==> src/rtl/inst_feeder.sv <==
// inst_feeder: FIFO-buffered, bit-reversing instruction feeder for the minimips core (define INST_FEED_CNT_EN for issue/starve counters)
module inst_feeder #(
   parameter int DEPTH = 8
) (
   input  logic                     cpu_clk_50M,
   input  logic                     cpu_rst_n,
   input  logic                     wr_valid,
   input  logic [31:0]              wr_inst,
   output logic                     wr_ready,
   input  logic                     start_i,
   input  logic                     stop_i,
   input  logic                     flush_i,
   input  logic                     hold_i,
   output logic [31:0]              outer_inst,
   output logic                     en,
   output logic [$clog2(DEPTH):0]   level_o,
   output logic                     empty_o,
   output logic                     full_o,
   output logic                     busy_o
`ifdef INST_FEED_CNT_EN
   ,
   output logic [31:0]              issue_cnt_o,
   output logic [15:0]              starve_cnt_o
`endif
);
   localparam int AW = $clog2(DEPTH);
   typedef enum logic [1:0] {IDLE, RUN, DRAIN} state_t;
   state_t state, state_nx;
   logic [AW:0] wp, rp;
   logic [31:0] mem [DEPTH];
   logic [31:0] head;
   logic push, issue, drained;
   assign empty_o  = wp == rp;
   assign full_o   = (wp[AW] != rp[AW]) && (wp[AW-1:0] == rp[AW-1:0]);
   assign level_o  = wp - rp;
   assign busy_o   = state != IDLE;
   assign wr_ready = !full_o && state != DRAIN;
   assign push     = wr_valid && wr_ready && !flush_i;
   assign issue    = state != IDLE && !hold_i && !empty_o && !flush_i;
   assign head     = mem[rp[AW-1:0]];
   // FIFO is empty after this edge: nothing arriving and nothing (or only the last word) left
   assign drained  = !push && (empty_o || (issue && level_o == (AW+1)'(1)));
   // next state ignoring flush, which the sequential block overrides
   always_comb
      state_nx = state == IDLE ? (start_i ? RUN : IDLE) :
                 state == RUN  ? (stop_i ? (drained ? IDLE : DRAIN) : RUN) :
                                 (drained ? IDLE : DRAIN);
   // word storage; stale contents are harmless since pointers define validity
   always_ff @(posedge cpu_clk_50M)
      if (push) mem[wp[AW-1:0]] <= wr_inst;
   // state, pointers and registered issue outputs
   always_ff @(posedge cpu_clk_50M)
      if (!cpu_rst_n || flush_i) begin
         state      <= IDLE;
         wp         <= '0;
         rp         <= '0;
         outer_inst <= '0;
         en         <= 1'b0;
      end else begin
         state <= state_nx;
         wp    <= wp + (AW+1)'(push);
         rp    <= rp + (AW+1)'(issue);
         en    <= issue;
         if (issue) outer_inst <= {<<{head}};
      end
`ifdef INST_FEED_CNT_EN
   // issue counter wraps and survives flush; starve counter saturates and is cleared by flush
   always_ff @(posedge cpu_clk_50M)
      if (!cpu_rst_n) begin
         issue_cnt_o  <= '0;
         starve_cnt_o <= '0;
      end else begin
         if (issue) issue_cnt_o <= issue_cnt_o + 32'd1;
         if (flush_i) starve_cnt_o <= '0;
         else if (state == RUN && !hold_i && empty_o && starve_cnt_o != 16'hFFFF)
            starve_cnt_o <= starve_cnt_o + 16'd1;
      end
`endif
endmodule

==> config.mk <==
export PLATFORM = sky130hd
export DESIGN_NAME = inst_feeder
export DESIGN_NICKNAME = d
export VERILOG_FILES = /design/src/rtl/inst_feeder.sv
export SDC_FILE = /design/constraint.sdc
export NUM_CORES = 1
export LEC_CHECK = 0
export BUFFER_PORTS_ARGS = -buffer_cell sky130_fd_sc_hd__buf_2
export CAP_MARGIN = 5
export CORE_MARGIN = 2
export CORE_UTILIZATION = 23
export DETAILED_ROUTE_END_ITERATION = 8
export PLACE_DENSITY = 0.41
export SYNTH_ARGS = -nofsm -noshare
export SYNTH_HDL_FRONTEND = slang
export SYNTH_SLANG_ARGS = --single-unit
==> constraint.sdc <==
create_clock -name cpu_clk_50M -period 5.63 [get_ports cpu_clk_50M]
set_input_delay 1.126 -clock cpu_clk_50M [delete_from_list [all_inputs] [get_ports cpu_clk_50M]]
set_output_delay 1.126 -clock cpu_clk_50M [all_outputs]
set_load 0.05 [all_outputs]
# ---- Yosys cells after proc, flatten, opt, wreduce, memory -nomap -nowiden
# Memory sizes are Yosys's and may differ from the RTL's. A register that Yosys moved wholly into a read port is not among the register bits.
# Index checks and enable logic that the tools add are counted.
dict set report word_totals {
  register_bits 11
  ramBits 256
  output_inout_bits 41
  memories 1
}
dict set report classes {
  n_addsub 3
  eq_ne 6
  n_mux 7
  reduce_logical 19
}
# name depth word_bits rd rd_clocked_by_memory_dff wr line
set mem_list {}
lappend mem_list {mem 8 32 1 1 1 30} ;# logic [31:0] mem [DEPTH];
# op n
set op_table {}
lappend op_table {{logical AND 1 bit} 9}
lappend op_table {{adder 4 x 1 -> 4 bit} 2}
lappend op_table {{2-to-1 mux 2 bit} 4}
lappend op_table {{logical NOT 1 bit} 6}
lappend op_table {{equality test 4 x 1 -> 1 bit (second input constant)} 1}
lappend op_table {{equality test 4 bit} 1}
lappend op_table {{subtractor 4 bit} 1}
lappend op_table {{equality test 3 bit} 1}
lappend op_table {{2-to-1 mux 1 bit} 3}
lappend op_table {{equality test 2 x 1 -> 1 bit (second input constant)} 1}
lappend op_table {{logical NOT 2 bit} 1}
lappend op_table {{logical OR 1 bit} 2}
lappend op_table {{inequality test 2 bit (second input constant)} 1}
lappend op_table {{nonzero test 2 bit} 1}
lappend op_table {{inequality test 1 bit} 1}

# ---- Longest topological paths before layout
# Gate-level depths: netlist of the first run.
dict set report depth {
  word_depth 12
  ltp_mapped 12
  ltp_nobuf 10
}

# ---- Least setup slack after synthesis of the first run
# OpenSTA, ideal clock, no wires.
dict set report synth_timing {
  path_kind {register to register}
  from {reg rp[1]}
  to {mem mem[0][0] (enable)}
  setup_ns 0.502
  arrival_ns 5.175
  path_slack_ns -0.047
  path_stages_with_launch 9
  period_less_slack_ns 5.677
  cell_sequence {dfxtp_1 -> buf_2 -> buf_2 -> inv_1 -> ha_1 -> and3_1 -> a21oi_2 -> nand3b_1 -> nor4_1}
}
dict set report synth_between {
  elab_chain_cells 8
}
# element line
set synth_rtl {}
lappend synth_rtl {{start, declared} 29} ;# logic [AW:0] wp, rp;
lappend synth_rtl {{start signal, assigned} 62} ;# rp <= rp + (AW+1)'(issue);
lappend synth_rtl {{equality test 3 bit} 34} ;# assign full_o = (wp[AW] != rp[AW]) && (wp[AW-1:0] == rp[AW-1:0]);
lappend synth_rtl {{logical AND 1 bit} 34}
lappend synth_rtl {{logical NOT 1 bit} 37} ;# assign wr_ready = !full_o && state != DRAIN;
lappend synth_rtl {{logical AND 1 bit} 37}
lappend synth_rtl {{named net wr_ready} 9} ;# output logic wr_ready,
lappend synth_rtl {{logical AND 1 bit (2 in series)} 38} ;# assign push = wr_valid && wr_ready && !flush_i;
lappend synth_rtl {{2-to-1 mux 1 bit} 50} ;# if (push) mem[wp[AW-1:0]] <= wr_inst;
lappend synth_rtl {{2-to-1 mux 1 bit (not written as such)} 50}
lappend synth_rtl {{end, declared} 30}
# The timed path passes the listed nets, and every way through them passes these cells.

# ---- Worst setup path after layout of the first run
dict set report layout_timing {
  from {reg rp[2]}
  to {out level_o[3]}
}
dict set report layout_between {
  elab_chain_cells 1
}
# element line
set layout_rtl {}
lappend layout_rtl {{subtractor 4 bit} 35} ;# assign level_o = wp - rp;
lappend layout_rtl {{end, declared} 16} ;# output logic [$clog2(DEPTH):0] level_o,
# No other way between the ends.

==> results_dict.tcl, run 1 <==
set metrics [dict create \
    critPathKind "flop to primary output" \
    path_cells "inv_1 > ha_1 > a21oi_1 > nand2_1 > xor2_1 > inv_1 > buf_2" \
    drc 0 \
    finalNetCount 702 \
    cts_root_buffer "clkbuf_16" \
    vias_per_cell 4.132 \
    core-area_um2 48650 \
    postRouteAntennaNets 0 \
    synth_ff_type "edfxtp_1" \
    row_count 81 \
    r2r_end "mem[7][17]" \
    ctsHoldBuffers 0 \
    synth.distinct_cells 35 \
    cp_data_required_time_ps 4500 \
    vias 5396 \
    crit_path_end "level_o[3]" \
    io_pins 80 \
    async_flop_share_pct 0 \
    dieArea_um2 50790 \
    max_freq_mhz 272.2 \
    path_clk_slew_ps 50 \
    critical_path.slowest_cell "dfxtp_4" \
    cp.depth 7 \
    synth_enable_flop_cells 256 \
    min_from "state[1]" \
    post_cts_buffers 0 \
    cts_buffers 35 \
    clock_path_buffers 3 \
    ys_ff_latch 299 \
    critPathLaunch "rp[2]" \
    initial_utilization_pct 23.17 \
    startpoint_type "flop" \
    die_w_um 225.4 \
    cts_tree "built" \
    rsz0062_at_grt "false" \
    die_h_um 225.4 \
    antenna_found_initial 4 \
    syn_area_um2 11270 \
    fin_crit_sh_pct 65.24 \
    finalCriticalPeriod_ps 3673 \
    status "complete, no violations" \
    utilization_pct 27.79 \
    clock_latency_ps 510 \
    cap_viol_max_count 0 \
    finalPower_uw 4642 \
    grt_max_degree 66 \
    crit_path_end_kind "primary output" \
    p_leak_uw 0.004335 \
    r2r_slack_ps 1960 \
    ys_seq_area_share_pct 75.84 \
    cp.arrival_ps 2550 \
    critPathMaxFanout 35 \
    crit_family "flip-flops" \
    power_density_nw_per_um2 343.4 \
    tns_ps 0 \
    syn_area_per_cell_um2 20.16 \
    critPathBufInv 3 \
    r2r_start "rp[2]" \
    fillerInstances 4842 \
    wl_mm 24.96 \
    syn_inst 559 \
    grt.overflow.total 0 \
    grt_pass1_vias 5867 \
    critPathMostFrequentCell "inv_1" \
    clock_skew_ps 13.97 \
    reg2reg_depth 8 \
    slew_violations 0 \
    areaGrowthSynthToFinish_pct 19.96 \
    worst_pin_slew_ps 1161 \
    wire_per_inst_um 19.11 \
    finalHoldViolations 0 \
    grt_usage_pct 9.983 \
    dp_hpwl_mm 14.65 \
    grt_pass1_wl_mm 37.69 \
    slew_headroom_pct 22.39 \
    htreeDepth 2 \
    drt_pass1_iterations 4 \
    cpPeakStageDelay_ps 840 \
    finalSetupViolations 0 \
    ctsResizeCount 0 \
    cts_sinks 299 \
    vdd_ir_drop_max_v 0.0001563 \
    hold_path_class "flop to flop" \
    gp_congestion 0.7226 \
    port_buffers 79 \
    drtIter0Drc 273 \
    syn-num-nets 606 \
    ys_warn_count 0 \
    drive_gt1_share_pct 31.96 \
]
[kinds of logic after synthesis]
group | count (synthesis) | share of synthesized area (%)
AO/OA/AOI/OAI | 70 | 3.219
buffers and inverters | 39 | 1.876
XOR/XNOR | 7 | 0.6107
multiplexers | 97 | 15.72
adder cells (fa/ha/maj) | 8 | 0.9547
flip-flops | 299 | 75.84
AND/OR/NAND/NOR | 39 | 1.776
[flip-flops by register name, summed over array words and instances, names as in the netlist]
signal	flops
en	1
mem	256
outer_inst	32
rp	4
state	2
wp	4
[Yosys cell counts (2+ instances only)]
master / count / area share [%]
buf_6: 3 / 0.30
and2_1: 5 / 0.28
nor2_1: 11 / 0.37
nand2b_1: 2 / 0.11
buf_2: 10 / 0.44
nand3b_1: 2 / 0.13
nand3_1: 4 / 0.18
edfxtp_1: 256 / 68
a21oi_1: 34 / 1.5
xnor2_1: 3 / 0.23
nand2_1: 4 / 0.13
clkbuf_1: 7 / 0.23
inv_1: 8 / 0.27
o21ai_1: 20 / 0.89
buf_4: 8 / 0.53
nor2b_1: 2 / 0.11
dfxtp_1: 43 / 7.6
nor3_1: 4 / 0.18
ha_1: 7 / 0.78
mux4_2: 64 / 13
o21ai_0: 12 / 0.53
xor2_1: 3 / 0.23
nor4_1: 2 / 0.11
buf_1: 2 / 0.067
mux2i_1: 33 / 2.9
[area by class of cell]
type	count	area, µm²	area share [%]
clock buffer	48	974.7	7.209
timing repair buffer	89	470.5	3.480
inverter	9	33.78	0.2499
tap	622	778.2	5.756
antenna	2	5.005	0.03702
sequential	299	8559	63.31
clock inverter	16	112.6	0.8329
multi-input combinational	221	2586	19.13
[power by group]
part | total [µW] | switching (µW) | internal (µW)
clock | 2130 | 871 | 1260
sequential | 2420 | 4.67 | 2420
combinational | 89.2 | 60.7 | 28.5
[cells in the final DEF, fill, tap and decap left out, drive strengths merged, types with 2 or more instances in the layout]
master / netlist / routed
nor3: 4 / 4
nand2b: 2 / 2
mux2i: 33 / 33
nand3b: 2 / 2
buf: 23 / 89
and2: 5 / 5
nor2b: 2 / 2
xor2: 4 / 4
a21oi: 35 / 35
diode: 0 / 2
nor2: 11 / 11
clkinv: 0 / 11
dfxtp: 43 / 43
ha: 7 / 7
nand3: 4 / 4
edfxtp: 256 / 256
o21ai: 32 / 32
xnor2: 3 / 3
inv: 9 / 12
clkbuf: 7 / 48
nand2: 4 / 4
mux4: 64 / 64
nor4: 2 / 2
[per-stage QoR]
stage               std cells  instance area [µm²]  worst slack, ps  hold WS [ps]
CTS                      1304                13520             1823         463.4
global route             1304                13520             1682         484.1
finish                   1306                13520             1957         464.8
detailed placement       1240                12430             1851         458.0
global placement         1240                12430             1910         449.0
floorplan                 559                11280            459.9         432.2
[worst min-delay path by stage]
stage	cells after the start	slack, ps	to
after CTS	1	460	state[0]
after global routing	1	480	state[0]
after floorplan	1	430	state[0]
after global placement	1	450	state[0]
final	1	460	state[0]
after detailed placement	1	460	state[0]
[layer usage]
metal  up-vias  part of all wire [%]  track usage (%)
li1       2463                     -                -
met1      2790                    44            12.44
met2        94                    49            16.92
met3        45                   5.1            2.764
met4         4                   1.9            2.884
met5         -                  0.10                0
No activity file was read; power rests on OpenSTA's default activity.
==> run 2, diff against run 1 <==
==> constraint.sdc (replaced) <==
create_clock -name cpu_clk_50M -period 3.6 [get_ports cpu_clk_50M]
set_input_delay 0.72 -clock cpu_clk_50M [delete_from_list [all_inputs] [get_ports cpu_clk_50M]]
set_output_delay 0.72 -clock cpu_clk_50M [all_outputs]
set_load 0.05 [all_outputs]
==> results_dict.tcl, run 2 (synthesis results as in run 1) <==
set metrics [dict create \
    status "complete, no violations" \
    vias 5484 \
    drt_pass1_iterations 6 \
    final_common_cell "edfxtp_1" \
    antennaDiodeCount 0 \
    cts_root_buffer "clkbuf_16" \
    dieArea_um2 50790 \
    antenna_found_initial 3 \
    finalHoldViolations 0 \
    cp_data_required_time_ps 3770 \
    cap_viol_max_count 0 \
    areaGrowthSynthToFinish_pct 21.62 \
    clock_latency_ps 520 \
    finalSetupViolations 0 \
    reg2reg_depth 8 \
    ctsResizeCount 0 \
    ctsHoldBuffers 0 \
    cts_sinks 299 \
    vias_per_cell 4.186 \
    crit_path_end_kind "flop" \
    fin_crit_sh_pct 83.54 \
    drtIter0Drc 280 \
    worst_pin_slew_ps 944.9 \
    slew_headroom_pct 36.88 \
    clock_path_buffers 3 \
    drive_gt1_share_pct 33.43 \
    wl_mm 25.42 \
    core-area_um2 48650 \
    postRouteAntennaNets 0 \
    holdPathStages 1 \
    post_cts_buffers 0 \
    tns_ps 0 \
    grt_max_degree 50 \
    cp.arrival_ps 3180 \
    dp_hpwl_mm 14.57 \
    critPathKind "flop to flop" \
    largest_reg_flops 256 \
    slew_violations 0 \
    finalPower_uw 7380 \
    row_count 81 \
    die_w_um 225.4 \
    grt.overflow.total 0 \
    io_pins 80 \
    max_freq_mhz 332.5 \
    p_leak_uw 0.004411 \
    cts_buffers 35 \
    drc 0 \
    initial_utilization_pct 23.17 \
    grt_pass1_vias 5757 \
    gp_congestion 0.7196 \
    power_density_nw_per_um2 538.4 \
    wire_per_inst_um 19.40 \
    grt_usage_pct 10.23 \
    hold_path_class "flop to flop" \
    finalNetCount 709 \
    vdd_ir_drop_max_v 0.0002360 \
    path_clk_slew_ps 60 \
    die_h_um 225.4 \
    rsz0062_at_grt "false" \
    finalCriticalPeriod_ps 3007 \
    htreeDepth 2 \
    clock_skew_ps 18.31 \
    layout_common_cells "edfxtp_1, buf_2, mux4_2" \
    port_buffers 79 \
    critPathMaxFanout 21 \
    grt_pass1_wl_mm 38.25 \
    cts_tree "built" \
    startpoint_type "flop" \
]
-- run 2: cell types whose count changed in the layout (fill, tap and decap cells not counted), moves of 2 or more --
| cell | change |
|---|---|
| buf_12 | +6 |
| clkinv_2 | +6 |
| clkbuf_1 | -3 |
| clkinv_1 | -3 |
| inv_6 | -3 |
| clkbuf_16 | +2 |
| clkbuf_8 | -2 |
| diode_2 | -2 |
| nor3_2 | -2 |
| nor3_4 | +2 |
-- run 2: through the flow --
stage | util (%) | hold slack, ps | setup slack, ps | instances | cell area (µm²)
finish | 28.18 | 477.7 | 592.7 | 1310 | 13710
global route | 28.18 | 476.6 | 402.8 | 1310 | 13710
CTS | 28.18 | 452.1 | 539.8 | 1310 | 13710
detailed placement | 25.86 | 462.9 | 561.9 | 1247 | 12580
global placement | 25.86 | 463.6 | 614.3 | 1247 | 12580
floorplan | - | 432.2 | 4.678 | 559 | 11340
-- run 2: final cells by class --
type                            instances  area [µm²]
Fill cell                            4826       34940
Clock buffer                           45       985.9
Clock inverter                         18       142.6
Timing Repair Buffer                   96       598.1
Sequential cell                       299        8557
Multi-Input combinational cell        221        2613
Inverter                                9       33.78
Tap cell                              622       778.2
-- run 2: path summary, 6_finish.rpt --
path             from         end  slack, ps
max             wp[2]  mem[2][19]        590
min          state[1]    state[0]        480
max reg2reg     wp[2]  mem[2][19]        590
min reg2reg  state[1]    state[0]        480
-- run 2: worst max-delay path: stages, from the launching register on --
cell,delay [ps]
dfxtp_1,590
ha_1,360
and3_1,230
a21oi_4,140
nand3b_1,290
inv_2,190
nand2_1,240
nor3_4,230
buf_4,370
-- run 2: power by group --
group / switching [µW] / internal (µW) / leakage (µW) / total (µW)
combinational: 101 / 47.9 / 0.00120 / 149
sequential: 5.31 / 3780 / 0.00266 / 3780
clock: 1370 / 2080 / 0.000555 / 3450
total: 1480 / 5900 / 0.00441 / 7380
-- run 2: layer usage --
layer / global-route usage [%] / routed length (µm) / up-vias
met1: 13.29 / 11520 / 2867
met5: 0 / 13 / -
li1: - / - / 2469
met4: 3.333 / 528 / 2
met3: 2.164 / 982 / 42
met2: 17.04 / 12370 / 104
==> run 3, diff against run 2 <==
--- a/config.mk
+++ b/config.mk
@@ -10,7 +10,7 @@
 export CORE_MARGIN = 2
 export CORE_UTILIZATION = 23
 export DETAILED_ROUTE_END_ITERATION = 8
-export PLACE_DENSITY = 0.41
+export PLACE_DENSITY = 0.42
 export SYNTH_ARGS = -nofsm -noshare
 export SYNTH_HDL_FRONTEND = slang
 export SYNTH_SLANG_ARGS = --single-unit
==> constraint.sdc (replaced) <==
create_clock -name cpu_clk_50M -period 2.6 [get_ports cpu_clk_50M]
set_input_delay 0.52 -clock cpu_clk_50M [delete_from_list [all_inputs] [get_ports cpu_clk_50M]]
set_output_delay 0.52 -clock cpu_clk_50M [all_outputs]
set_load 0.05 [all_outputs]
==> results_dict.tcl, run 3 (synthesis results as in run 1) <==
set metrics [dict create \
    status "complete, no violations" \
    finalNetCount 724 \
    slew_headroom_pct 49.27 \
    vias 5492 \
    vdd_ir_drop_max_v 0.0003977 \
    antennaDiodeCount 0 \
    critical_path.slowest_cell "fa_2" \
    rsz0062_at_grt "false" \
    drt_pass1_iterations 4 \
    worst_pin_slew_ps 761.0 \
    wl_mm 25.92 \
    post_cts_buffers 0 \
    r2r_end "mem[6][5]" \
    final_cells 1323 \
    min_to "mem[5][1]" \
    postRouteAntennaNets 0 \
    grt_pass1_wl_mm 39.07 \
    startpoint_type "flop" \
    ctsResizeCount 8 \
    clock_skew_ps 27.54 \
    layout_common_cells "edfxtp_1, buf_2, mux4_2" \
    drive_gt1_share_pct 35.66 \
    grt_usage_pct 10.49 \
    dp_hpwl_mm 15.42 \
    wire_per_inst_um 19.59 \
    areaGrowthSynthToFinish_pct 23.16 \
    cts_buffers 35 \
    reg2reg_depth 9 \
    dieArea_um2 50790 \
    finalCriticalPeriod_ps 2492 \
    fillerInstances 4840 \
    io_pins 80 \
    hold_slack_ps 277.2 \
    final_area_um2 13880 \
    core-area_um2 48650 \
    antenna_found_initial 2 \
    fin_crit_sh_pct 95.86 \
    r2r_start "wp[0]" \
    die_h_um 225.4 \
    critPathMostFrequentCell "buf_6" \
    vias_per_cell 4.151 \
    cts_sinks 299 \
    gp_congestion 0.7040 \
    drtIter0Drc 369 \
    crit_path_end_kind "primary output" \
    cts_root_buffer "clkbuf_16" \
    cpPeakStageDelay_ps 410 \
    p_leak_uw 0.004484 \
    cts_tree "built" \
    r2r_slack_ps 260 \
    power_density_nw_per_um2 721.4 \
    finalHoldViolations 0 \
    cap_viol_max_count 0 \
    holdPathStages 1 \
    htreeDepth 2 \
    utilization_pct 28.53 \
    grt.overflow.total 0 \
    clock_path_buffers 3 \
    clock_latency_ps 520 \
    grt_pass1_vias 5954 \
    tns_ps 0 \
    grt_max_degree 35 \
    slew_violations 0 \
    critPathKind "flop to primary output" \
    port_buffers 79 \
    place_area_um2 12760 \
    initial_utilization_pct 23.17 \
    finalSetupViolations 0 \
    critPathMaxFanout 6 \
    path_clk_slew_ps 60 \
    path_cells "buf_6 > inv_1 > fa_2 > xnor2_2 > buf_6" \
    hold_path_class "input port to flop" \
    cp.arrival_ps 1970 \
    row_count 81 \
    min_from "wr_inst[1]" \
    final_common_cell "edfxtp_1" \
    max_freq_mhz 401.2 \
    largest_reg_flops 256 \
    cp_data_required_time_ps 2080 \
    place_inst 1261 \
    die_w_um 225.4 \
    ctsHoldBuffers 0 \
    drc 0 \
]
[run 3: cell types whose count changed in the layout (fill, tap and decap cells not counted), sizes merged]
cell    delta
clkbuf     +4
clkinv     -6
buf       +14
bufbuf     +1
bufinv     -1
inv        +1
[run 3: worst max path at each step]
stage | end | slack (ps) | depth (start not counted) | start
after floorplan | mem[6][0] | -650 | 10 | rp[1]
after global placement | mem[6][4] | 340 | 9 | wp[0]
after detailed placement | mem[6][4] | 290 | 9 | wp[0]
after CTS | level_o[2] | 50 | 5 | wp[1]
after global routing | level_o[2] | 20 | 5 | wp[1]
final | level_o[2] | 110 | 5 | wp[1]
[run 3: per-layer routing]
metal,up-vias,GRT usage (%),share of wire [%]
li1,2506,-,-
met1,2816,13.79,45
met2,123,16.85,47
met3,43,2.738,5.3
met4,4,3.461,2.3
met5,-,0,0.10
[run 3: power breakdown]
group          switching, µW  internal (µW)  total, µW
Sequential              7.77           5230       5240
Combinational            140           70.1        210
Clock                   1870           2690       4560
[run 3: final cells by class]
cell class                      instances  area [µm²]  share of cell area (%)
Sequential cell                       299        8562                   61.68
Clock inverter                         12       90.09                  0.6490
Tap cell                              622       778.2                   5.607
Timing Repair Buffer                  111       793.3                   5.715
Inverter                                9       36.28                  0.2614
Multi-Input combinational cell        221        2653                   19.11
Clock buffer                           49       968.4                   6.977
[run 3: critical path: cells and delay by family (launching register included)]
kind / cells / cell delay, ps
flip-flops: 1 / 360
XOR/XNOR: 1 / 230
adder cells (fa/ha/maj): 1 / 410
buffers and inverters: 3 / 440
[run 3: stage by stage]
stage / power, µW / setup slack, ps
global route: 10390 / 15.87
CTS: 10200 / 51.97
global placement: 5557 / 336.5
finish: 10010 / 107.6
floorplan: 5424 / -651.8
detailed placement: 5558 / 288.3
